===== src/rtl/seq_divider_p_bit.sv =====
// rtl/seq_divider_p_bit.sv - sequential P-bit restoring divider, one quotient bit per clock.
// Define SEQ_DIVIDER_SIGNED_EN for two's complement operands (magnitude core, sign fix-up in FIN).
module seq_divider_p_bit #(
  parameter int P = 4
) (
  input  logic         clk,
  input  logic         rst_n,
  input  logic         start,
  input  logic [P-1:0] A,
  input  logic [P-1:0] B,
  output logic [P-1:0] Quotient,
  output logic [P-1:0] Remainder,
  output logic         busy,
  output logic         done,
  output logic         div_by_zero
);

  localparam logic [1:0] S_IDLE = 2'd0;
  localparam logic [1:0] S_DIV  = 2'd1;
  localparam logic [1:0] S_FIN  = 2'd2;

  localparam int CW = $clog2(P + 1);
  localparam logic [CW-1:0] CNT_P   = CW'(P);
  localparam logic [CW-1:0] CNT_ONE = CW'(1);

  logic [1:0]    state_q, state_d;
  logic [CW-1:0] cnt_q, cnt_d;
  logic [P-1:0]  rem_q, rem_d;
  logic [P-1:0]  dvd_q, dvd_d;
  logic [P-1:0]  quo_q, quo_d;
  logic [P-1:0]  dvs_q, dvs_d;
  logic [P-1:0]  a_q, a_d;
  logic          dbz_q, dbz_d;
  logic [P-1:0]  quo_o_q, quo_o_d;
  logic [P-1:0]  rem_o_q, rem_o_d;
  logic          done_q, done_d;
  logic          dbz_o_q, dbz_o_d;

  logic [P-1:0]  a_mag, b_mag;
  logic [P-1:0]  fin_quo, fin_rem;
  logic [P:0]    shifted, diff;
  logic          accept;

  assign accept = (state_q == S_IDLE) && start;

`ifdef SEQ_DIVIDER_SIGNED_EN
  logic negq_q, negq_d, negr_q, negr_d;

  assign a_mag   = A[P-1] ? -A : A;
  assign b_mag   = B[P-1] ? -B : B;
  assign negq_d  = accept ? (A[P-1] ^ B[P-1]) : negq_q;
  assign negr_d  = accept ? A[P-1] : negr_q;
  // Most-negative / -1 yields magnitude 2^(P-1), whose negation wraps back to itself.
  assign fin_quo = negq_q ? -quo_q : quo_q;
  assign fin_rem = negr_q ? -rem_q : rem_q;

  always_ff @(posedge clk or negedge rst_n) begin
    if (!rst_n) begin
      negq_q <= 1'b0;
      negr_q <= 1'b0;
    end else begin
      negq_q <= negq_d;
      negr_q <= negr_d;
    end
  end
`else
  assign a_mag   = A;
  assign b_mag   = B;
  assign fin_quo = quo_q;
  assign fin_rem = rem_q;
`endif

  // Trial subtraction on the (P+1)-bit shifted partial remainder; the top bit is the borrow.
  assign shifted = {rem_q, dvd_q[P-1]};
  assign diff    = shifted - {1'b0, dvs_q};

  always_comb begin
    state_d = state_q;
    cnt_d   = cnt_q;
    rem_d   = rem_q;
    dvd_d   = dvd_q;
    quo_d   = quo_q;
    dvs_d   = dvs_q;
    a_d     = a_q;
    dbz_d   = dbz_q;
    quo_o_d = quo_o_q;
    rem_o_d = rem_o_q;
    dbz_o_d = dbz_o_q;
    done_d  = 1'b0;
    case (state_q)
      S_IDLE: begin
        if (start) begin
          dvd_d = a_mag;
          dvs_d = b_mag;
          a_d   = A;
          rem_d = '0;
          quo_d = '0;
          cnt_d = CNT_P;
          if (B == '0) begin
            dbz_d   = 1'b1;
            state_d = S_FIN;
          end else begin
            dbz_d   = 1'b0;
            state_d = S_DIV;
          end
        end
      end
      S_DIV: begin
        dvd_d = {dvd_q[P-2:0], 1'b0};
        if (!diff[P]) begin
          rem_d = diff[P-1:0];
          quo_d = {quo_q[P-2:0], 1'b1};
        end else begin
          rem_d = shifted[P-1:0];
          quo_d = {quo_q[P-2:0], 1'b0};
        end
        cnt_d = cnt_q - CNT_ONE;
        if (cnt_q == CNT_ONE) begin
          state_d = S_FIN;
        end
      end
      S_FIN: begin
        done_d  = 1'b1;
        dbz_o_d = dbz_q;
        if (dbz_q) begin
          quo_o_d = '1;
          rem_o_d = a_q;
        end else begin
          quo_o_d = fin_quo;
          rem_o_d = fin_rem;
        end
        state_d = S_IDLE;
      end
      default: begin
        state_d = S_IDLE;
      end
    endcase
  end

  always_ff @(posedge clk or negedge rst_n) begin
    if (!rst_n) begin
      state_q <= S_IDLE;
      cnt_q   <= '0;
      rem_q   <= '0;
      dvd_q   <= '0;
      quo_q   <= '0;
      dvs_q   <= '0;
      a_q     <= '0;
      dbz_q   <= 1'b0;
      quo_o_q <= '0;
      rem_o_q <= '0;
      done_q  <= 1'b0;
      dbz_o_q <= 1'b0;
    end else begin
      state_q <= state_d;
      cnt_q   <= cnt_d;
      rem_q   <= rem_d;
      dvd_q   <= dvd_d;
      quo_q   <= quo_d;
      dvs_q   <= dvs_d;
      a_q     <= a_d;
      dbz_q   <= dbz_d;
      quo_o_q <= quo_o_d;
      rem_o_q <= rem_o_d;
      done_q  <= done_d;
      dbz_o_q <= dbz_o_d;
    end
  end

  assign Quotient    = quo_o_q;
  assign Remainder   = rem_o_q;
  assign busy        = (state_q != S_IDLE);
  assign done        = done_q;
  assign div_by_zero = dbz_o_q;

endmodule


===== config.mk =====
export PLATFORM = sky130hd
export DESIGN_NAME = seq_divider_p_bit
export DESIGN_NICKNAME = d
export VERILOG_FILES = /design/src/rtl/seq_divider_p_bit.sv
export SDC_FILE = /design/constraint.sdc
export NUM_CORES = 1
export LEC_CHECK = 0
export CAP_MARGIN = 20
export CORE_MARGIN = 5
export CORE_UTILIZATION = 40
export CTS_BUF_LIST = sky130_fd_sc_hd__clkbuf_16
export CTS_CLUSTER_SIZE = 30
export DETAILED_ROUTE_END_ITERATION = 10
export SLEW_MARGIN = 20
export SYNTH_ARGS = -nofsm -noshare
export SYNTH_HDL_FRONTEND = slang
export SYNTH_SLANG_ARGS = --single-unit
export TNS_END_PERCENT = 20

===== constraint.sdc =====
create_clock -name clk -period 2.21 [get_ports clk]
set_input_delay 0.5525 -clock clk [delete_from_list [all_inputs] [get_ports clk]]
set_output_delay 0.5525 -clock clk [all_outputs]
set_load 0.01 [all_outputs]

# After elaboration in Yosys (flattened, before gate mapping)
# Index checks and enable logic that the tools add are counted.
# Widths: inputs -> output; s select.
# totals
regBits	36
wordCells	43
in_bits	11
memories	0
latch_bits	0
romBits	0
ram_bits	0
out_inout_bits	11
# op_classes
n_reduce_logical	7
add_sub_neg	2
order_cmp	0
shifts	0
n_bitwise	0
mul	0
n_div	0
n_mux	17
eq_ne	5
# op_table
op	n
$pmux 4 s2	3
$mux 4	5
$mux 2	3
$pmux 3 s2	1
$reduce_and 2->1	3
$sub 5x4->5	1
$logic_not 4->1	1
$ne 2x2->1 const B	2
$pmux 2 s2	1
$reduce_bool 2->1	2
$eq 3x1->1 const B	1
$mux 1	3
$mux 3	1
$sub 3x1->3 const B	1
$eq 2x1->1 const B	1
$eq 2x2->1 const B	1
$logic_not 2->1	1

# Longest topological paths before layout
# Gate-level depths: netlist of the first run.
# depth
ltp_word	4
mapped_depth	8
depth_no_buf	8

# Least setup slack after synthesis of the first run
# Ideal clock, no wire load.
# synth_timing
path_type	reg-to-reg
from	register dvd_q[3]
to	register rem_q[2] (netlist: fin_rem[2])
t_required_ns	2.078
stages_incl_launch_ff	9
slack_ns	0.263
period_less_slack_ns	1.947
setup_ns	0.132
arrival_time_ns	1.815
path_buffers	0
path_cell_list	dfrtp_1 inv_1 ha_1 fa_1 nand2b_1 a21oi_2 xor2_4 mux2i_1 o21ai_1
# synth_between
elab_chain_len	3
# synth_lines
element	line	source
from (decl)	29	logic [P-1:0] dvd_q, dvd_d;
from (signal assigned)	158	dvd_q <= dvd_d;
$sub 5x4->5	75	assign diff = shifted - {1'b0, dvs_q};
$mux 4	110	if (!diff[P]) begin
$pmux 4 s2	90	case (state_q)
to (signal assigned)	157	rem_q <= rem_d;
to (decl)	28	logic [P-1:0] rem_q, rem_d;
# Every way passes these cells.
# A chain may end at the register's enable or synchronous reset.

# Worst setup path after layout of the first run
# layout_timing
from	register dvd_q[3]
to	register rem_q[1] (netlist: fin_rem[1])
# The elaborated chain is that of the path after synthesis.

==> metrics, run 1 <==
overall die area 0.00555 mm²; clock buffer depth 2; GRT overflow 0; share of cells above drive strength 1 12.4%; status finished, final reports clean; RR Endpoint fin_rem[1]; routed wire length 3.28 mm; total core area 0.00403 mm²; placed wire-length estimate 2.38 mm; Max Fanout on Critical Path 5; Netlist cell types 29; number of synthesized register bits 36; CTS sink count 36; Reg2Reg Launch Point dvd_q[3]; Avg WL per Cell 13.9 µm; CTS Buf Count 5; CP Capture Type flip-flop; fmax 0.482 GHz; LEAKAGE 0.955 nW; number of global-route vias before repair 1160; 1st-iter DRT viols 44; Area growth syn-to-layout 27.5%; DIE HEIGHT 74.5 µm; Power per Cell Area 1610 mW/mm²; # fillers 366; FF-to-FF setup slack 0.13 ns; CP Launch Type flip-flop; R2R depth 8; Fin Setup TNS 0 ns; hold_ws 0.476 ns; CTS tree built; Arrival @ worst endpoint 2.29 ns; Top Family by Delay on Critical Path adder cells; WHS Endpoint Quotient[3]; Antenna Nets Post-Route 0; period utilization 93.9%; number of port buffers 21; register area share after synthesis 54.2%; Cell Area, Synth 0.00166 mm²; CP max stage cell fa_2; Hold Path Depth 2; max-cap violations 0; Tmin final 2.08 ns; CP peak stage delay 0.36 ns; HP Class reg2reg; register clock-pin slew on the reported worst setup and hold paths 0.06 ns; DRC 0; chip width 74.5 µm; first-pass GRT wire length 5.51 mm; pin count of the biggest net entering global routing 37; max-slew violation count 0; Placer Congestion 0.750; drt first pass iters 4; Max-slew headroom 55.1%; Buf+Inv Stages, Crit Path 1; setup ws final 0.134 ns; vias per cell 4.93; total number of vias 1158; Clock Skew 0.00348 ns; Worst-Margin Slew 0.670 ns; Total Routing Usage GR 13.4%; Critical Path RT 2.42 ns; setup repair bufs after CTS 0; synthesized area per cell 10.5 µm²; I/O pin total 22; crit-path cells inv_1, ha_1, fa_2, nand2b_1, a21oi_2, xor2_4, mux2i_1, a22o_1; Peak VDD IR 727 µV; HP Start Quotient[3]; Ys Warns 0; critical path class reg2reg; Antenna Cells 0; Mapped Cells 159; H-tree levels 2; clk_lat worst skew 0.28 ns; initial antenna violation count 0; Rows 23; worst slack, placed 0.0964 ns; unrepaired setup endpoints after global routing false; syn_nets 177; Root Buffer clkbuf_16; nets 202; Final Hold Fails 0; Finish-stage setup viols 0; Initial Utilization 41.3%
-- sequential cells by signal (all words and copies together), names as in the netlist --
register,cells
cnt_q,3
state_q,2
dvs_q,4
a_q,4
dbz_q,1
dvd_q,4
fin_rem,4
done,1
Quotient,4
fin_quo,4
Remainder,4
div_by_zero,1
-- worst register-to-register path, stage by stage, from the launching register on --
cell,delay (ns)
dfrtp_1,0.32
inv_1,0.06
ha_1,0.23
fa_2,0.36
nand2b_1,0.16
a21oi_2,0.23
xor2_4,0.26
mux2i_1,0.24
a22o_1,0.15
-- kinds of logic (layout without fill, tap and decap cells) --
logic type,Yosys count,after routing,share of synthesized area (%)
mux,15,15,9.56
xor+xnor,3,3,2.71
compound gates,30,30,10.8
buf+inv,16,42,3.76
flops,36,36,54.2
simple gates,52,52,13.3
fa+ha+maj,7,7,5.72
-- repair_timing --
action / in CTS / in global routing
endpoints found under the setup margin: 0 / 2
hold buffers: 0 / 0
gates resized for setup: 0 / 1
-- area by class of cell --
| class | count | area (µm²) | area share, % |
|---|---|---|---|
| flip-flops and latches | 36 | 901 | 42.5 |
| multi-input cells | 107 | 702 | 33.1 |
| repair buffers | 25 | 253 | 11.9 |
| clock buffers | 5 | 125 | 5.90 |
| well taps | 50 | 62.6 | 2.95 |
| clock inverters | 3 | 42.5 | 2.01 |
| inverters | 9 | 33.8 | 1.59 |
-- per-layer routing --
| layer | up-vias | share of wire (%) | track usage (%) |
|---|---|---|---|
| met5 | - | 0 | 0 |
| met4 | 0 | 1.3 | 5.14 |
| met3 | 6 | 4.9 | 5.00 |
| met2 | 27 | 49 | 21.5 |
| met1 | 543 | 45 | 16.5 |
| li1 | 582 | - | - |
-- worst max-delay path by stage --
stage	startpoint	to	slack [ns]	depth (start not counted)
floorplan	dvd_q[3]	fin_rem[2]	0.26	8
global placement	dvd_q[3]	fin_rem[1]	0.13	8
detailed placement	dvd_q[3]	fin_rem[1]	0.1	8
CTS	dvd_q[3]	fin_rem[1]	0.07	8
global route	dvd_q[3]	fin_rem[1]	0.0005	8
finish	dvd_q[3]	fin_rem[1]	0.13	8
-- placed cells by master, fill, tap and decap left out, types with 2 or more instances in the layout --
cell type,count
a21oi_1,2
a22o_1,3
a22oi_1,2
buf_4,3
clkbuf_16,5
clkdlybuf4s50_1,21
dfrtp_1,36
ha_1,6
inv_1,9
mux2_2,7
mux2i_1,8
nand2_1,30
nand2b_1,3
nor2_1,13
nor2b_1,2
o21ai_0,16
o21ai_1,2
o22ai_1,2
-- power breakdown --
group	switching [W]	internal [W]	leakage, nW
combinational	0.000738	0.000721	0.420
sequential	0.000216	0.000948	0.456
clock	0.000257	0.000529	0.0798
total	0.00121	0.00220	0.955
-- synth_stat cells --
cell type / n / area (µm²)
o21ai_1: 2 / 10.0
o21ai_0: 16 / 80.1
nor2_1: 13 / 48.8
a21oi_2: 1 / 8.76
nand2_1: 30 / 113
a21oi_1: 2 / 10.0
xor2_4: 1 / 27.5
a22oi_1: 2 / 15.0
nor4_1: 1 / 6.26
nor3_1: 1 / 5.00
ha_1: 6 / 75.1
xor2_1: 1 / 8.76
nor3b_2: 1 / 12.5
fa_1: 1 / 20.0
inv_1: 9 / 33.8
a221o_1: 1 / 10.0
mux2_2: 7 / 78.8
dfrtp_1: 36 / 901
clkbuf_1: 4 / 15.0
nand2b_1: 3 / 18.8
xnor2_1: 1 / 8.76
buf_2: 2 / 10.0
a22o_1: 3 / 26.3
o22ai_1: 2 / 12.5
nand3_1: 1 / 5.00
a31oi_1: 1 / 6.26
buf_1: 1 / 3.75
mux2i_1: 8 / 80.1
nor2b_1: 2 / 12.5
-- metrics by stage --
stage / total power [W] / instance area [µm²] / util, % / cells
floorplan: 0.00216 / 1660 / - / 159
detailed placement: 0.00264 / 1950 / 48.4 / 227
global route: 0.00368 / 2120 / 52.6 / 235
global placement: 0.00257 / 1950 / 48.4 / 227
finish: 0.00341 / 2120 / 52.6 / 235
CTS: 0.00344 / 2120 / 52.5 / 235
(Power assumes the default switching activity.)
==> run 2, diff against run 1 <==
CORE_MARGIN = 2   (was 5)
MAX_ROUTING_LAYER = met4   (was default)
==> metrics, run 2 (synthesis gave the netlist of run 1 again) <==
status finished, final reports clean; number of global-route vias before repair 1171; period utilization 93.5%; Buf+Inv Stages, Crit Path 1; register clock-pin slew on the reported worst setup and hold paths 0.05 ns; part of the power in registers 33.9%; Finish-stage setup viols 0; Placer Congestion 0.774; area of the multi-input gates 717 µm²; fin util 53.1%; number of port buffers 21; Register Area 901 µm²; clock share of power 22.3%; RR Endpoint fin_rem[2]; Worst-Margin Slew 0.632 ns; placed wire-length estimate 2.36 mm; first-pass GRT wire length 5.52 mm; Initial Utilization 41.6%; hold_ws 0.471 ns; Peak VDD IR 984 µV; Final Hold Fails 0; routed wire length 3.18 mm; max-cap violations 0; DRC 0; pin count of the biggest net entering global routing 37; drt first pass iters 4; end point of the critical path fin_rem[2]; Tmin final 2.07 ns; Hold Path Depth 2; LEAKAGE 0.969 nW; clock buffer depth 2; Avg WL per Cell 13.5 µm; CP Capture Type flip-flop; nets 203; Power per Cell Area 1620 mW/mm²; GRT overflow 0; Max Fanout on Critical Path 5; Area growth syn-to-layout 27.8%; CP peak stage delay 0.36 ns; Fin Setup TNS 0 ns; CTS sink count 36; CP Launch Type flip-flop; total core area 0.00400 mm²; critical path class reg2reg; DIE HEIGHT 68.5 µm; Critical Path RT 2.34 ns; CTS Buf Count 5; chip width 68.5 µm; Reg2Reg Launch Point dvd_q[3]; 1st-iter DRT viols 76; CTS tree built; Gate power share 43.8%; overall die area 0.00469 mm²; Root Buffer clkbuf_16; commonest non-fill, non-tap cell in the layout dfrtp_1; share of cells above drive strength 1 12.9%; max-slew violation count 0; CP max stage cell fa_2; Arrival @ worst endpoint 2.20 ns; initial antenna violation count 0; HP Class reg2reg; internal power 0.00222 W; Max-slew headroom 57.7%; Total Power 0.00344 W; FF-to-FF setup slack 0.14 ns; setup ws final 0.143 ns; Psw 0.00122 W; Antenna Nets Post-Route 0; CP Depth 8; Sw Share 35.4%; setup repair bufs after CTS 0; Total Routing Usage GR 16.7%; vias per cell 4.98; # fillers 363; H-tree levels 2; Antenna Cells 0; total number of vias 1176; worst slack, placed 0.0997 ns; Clock Skew 0.00314 ns; Worst Setup SP dvd_q[3]; commonest non-fill, non-tap cells in the layout 36 x dfrtp_1, 30 x nand2_1, 21 x clkdlybuf4s50_1, 16 x o21ai_0, 13 x nor2_1; R2R depth 8; clk_lat worst skew 0.27 ns; I/O pin total 22; Top Family by Delay on Critical Path adder cells; fmax 0.484 GHz; Rows 23; crit-path cells inv_1, ha_1, fa_2, nand2b_4, a21oi_4, xor2_4, mux2i_1, o21ai_1
==> run 2: worst min-delay path by stage <==
stage | startpoint | end | slack, ns
2_1_floorplan | rst_n | Quotient[0] | 0.26
6_report | dvd_q[1] | dvd_q[1] | 0.47
5_1_grt | Quotient[0] | Quotient[0] | 0.51
3_3_place_gp | dvd_q[1] | dvd_q[1] | 0.45
3_5_place_dp | dvd_q[1] | dvd_q[1] | 0.46
4_1_cts | dvd_q[1] | dvd_q[1] | 0.47
==> run 2: power by group through the flow <==
| stage | clock [W] | combinational [W] | sequential [W] |
|---|---|---|---|
| after floorplan | 0 | 0.00102 | 0.00114 |
| after global placement | 0 | 0.00139 | 0.00116 |
| after detailed placement | 0 | 0.00144 | 0.00118 |
| after CTS | 0.000781 | 0.00145 | 0.00117 |
| after global routing | 0.000810 | 0.00174 | 0.00121 |
| final | 0.000766 | 0.00150 | 0.00117 |
==> run 2: worst reg2reg max path, cell delays in order, from the launching register on <==
cell and delay, ns:
dfrtp_1 0.33, inv_1 0.07, ha_1 0.23, fa_2 0.36, nand2b_4 0.16, a21oi_4 0.20, xor2_4 0.26, mux2i_1 0.24
o21ai_1 0.08
==> run 2: final cells by class <==
type                            count  area share, %
Clock buffer                        5           5.89
Clock inverter                      3           1.82
Inverter                            9           1.59
Multi-Input combinational cell    107           33.7
Sequential cell                    36           42.4
Tap cell                           50           2.94
Timing Repair Buffer               26           11.7
==> run 2: metal layers <==
| metal | routed length, µm | share of wire (%) | vias up | GRT usage [%] |
|---|---|---|---|---|
| met5 | 0 | 0 | - | - |
| met4 | 19 | 0.60 | 0 | 4.50 |
| met3 | 94 | 3.0 | 2 | 4.44 |
| met2 | 1570 | 49 | 18 | 26.0 |
| met1 | 1500 | 47 | 569 | 21.6 |
| li1 | - | - | 587 | - |
==> run 2: repair_timing <==
action	CTS	global route
endpoints found under the setup margin	0	4
gates resized for setup	0	3
endpoints found under the hold margin	0	0
hold buffers	0	0
==> run 2: through the flow <==
stage	instances	cell area, µm²
global placement	228	1940
floorplan	159	1660
CTS	236	2110
global route	236	2130
detailed placement	228	1940
finish	236	2130
==> run 3, diff against run 2 <==
CORE_ASPECT_RATIO = 0.5   (was default)
clock period = 1.72 ns   (was 2.21 ns; I/O delays follow)
==> metrics, run 3 (synthesis gave the netlist of run 1 again) <==
status finished with violations; failing checks negative setup slack; Top Layer Used met4; R2R depth 7; unrepaired setup endpoints after global routing true; hold bufs inserted after CTS 0; fmax 0.518 GHz; total number of vias 1190; 1st-iter DRT viols 67; Antenna Nets Post-Route 0; Placer Congestion 0.752; DIE HEIGHT 49.6 µm; Finish-stage setup viols 4; CTS sink count 36; Worst-Margin Slew 0.416 ns; post-route met1 wirelength 1.68 mm; Peak VDD IR 593 µV; Hold Path Depth 2; register clock-pin slew on the reported worst setup and hold paths 0.06 ns; Critical Path RT 1.93 ns; pin count of the biggest net entering global routing 37; Root Buffer clkbuf_16; routed wire length 3.23 mm; total core area 0.00394 mm²; Tmin final 1.93 ns; DRC 0; share of cells above drive strength 1 18.5%; Arrival @ worst endpoint 2.14 ns; Met2 Routed Length 1.36 mm; CP Launch Type flip-flop; Area growth syn-to-layout 33.3%; setup ws final -0.212 ns; Max Fanout on Critical Path 5; overall die area 0.00472 mm²; met3 WL 134 µm; Clock Skew 0.00631 ns; first-pass GRT wire length 5.59 mm; Max-slew headroom 72.3%; clock buffer depth 2; Rows 16; clk_lat worst skew 0.28 ns; Final Hold Fails 0; GRT overflow 0; Initial Utilization 42.2%; I/O pin total 22; commonest non-fill, non-tap cells in the layout 35 x dfrtp_1, 30 x nand2_1, 20 x clkdlybuf4s50_1, 16 x o21ai_0, 13 x buf_4; nets 212; CTS tree built; HP Class reg2reg; placed wire-length estimate 2.37 mm; DP Area 0.00204 mm²; commonest non-fill, non-tap cell in the layout dfrtp_1; period utilization 112%; Power per Cell Area 2060 mW/mm²; critical path class reg2reg; number of port buffers 21; Fin Setup TNS -0.788 ns; LEAKAGE 1.02 nW; CTS Buf Count 5; vias per cell 4.78; H-tree levels 2; design area 0.00222 mm²; Total Routing Usage GR 16.4%; initial antenna violation count 0; chip width 95.2 µm; Avg WL per Cell 13.0 µm; max-cap violations 0; CP Capture Type flip-flop; drt first pass iters 4; Antenna Cells 0; number of global-route vias before repair 1135; max-slew violation count 0
run 3: cell count changes in the layout (fill, tap and decap cells not counted), sizes merged:
cell,delta
buf,+9
clkdlybuf4s50,-1
dlygate4sd2,+1
run 3: area by class of cell:
cell class / count / area, µm²
timing repair buffer: 35 / 327
inverter: 9 / 33.8
clock inverter: 3 / 38.8
sequential: 36 / 902
multi-input combinational: 107 / 722
fill: 345 / 1730
tap: 54 / 67.6
clock buffer: 5 / 125
run 3: where the power goes:
part           switching, W  internal [W]  leakage [nW]
Sequential         0.000245       0.00122         0.455
Clock              0.000332      0.000675        0.0850
Combinational       0.00101       0.00108         0.475
run 3: what timing repair did:
item / 4_1_cts / 5_1_grt
pin swaps: 5 / 1
setup buffers: 1 / 0
endpoints found under the setup margin: 6 / 6
gates resized for setup: 2 / 1
endpoints found under the hold margin: 0 / 0
run 3: per-stage QoR:
step                worst slack, ns  total power (W)  std cells  hold slack (ns)  utilization, %
finish                       -0.212          0.00457        249            0.468            56.2
global route                 -0.315          0.00494        249            0.484            56.2
CTS                          -0.222          0.00462        249            0.469            56.1
detailed placement           -0.259          0.00360        240            0.457            51.8
global placement             -0.211          0.00354        240            0.461            51.8
floorplan                    -0.154          0.00287        159            0.134               -
run 3: worst max-delay path, cell delays in order (launching register included):
cell	delay [ns]
dfrtp_1	0.38
ha_2	0.20
fa_2	0.34
nand2b_4	0.16
a21oi_4	0.17
xor2_4	0.25
mux2i_1	0.22
a22o_1	0.15
run 3: per-layer routing:
metal | track usage [%] | vias up
met5 | - | -
met4 | 5.80 | 0
met3 | 4.59 | 7
met2 | 21.7 | 25
met1 | 23.9 | 558
li1 | - | 600
run 3: worst paths after layout:
kind	startpoint	endpoint	slack [ns]
max	dvs_q[0]	fin_rem[0]	-0.21
min	dvd_q[1]	dvd_q[1]	0.47
max reg2reg	dvs_q[0]	fin_rem[0]	-0.21
min reg2reg	dvd_q[1]	dvd_q[1]	0.47
max in group asynchronous	rst_n	state_q[0]	1.01
min in group asynchronous	rst_n	cnt_q[1]	0.52
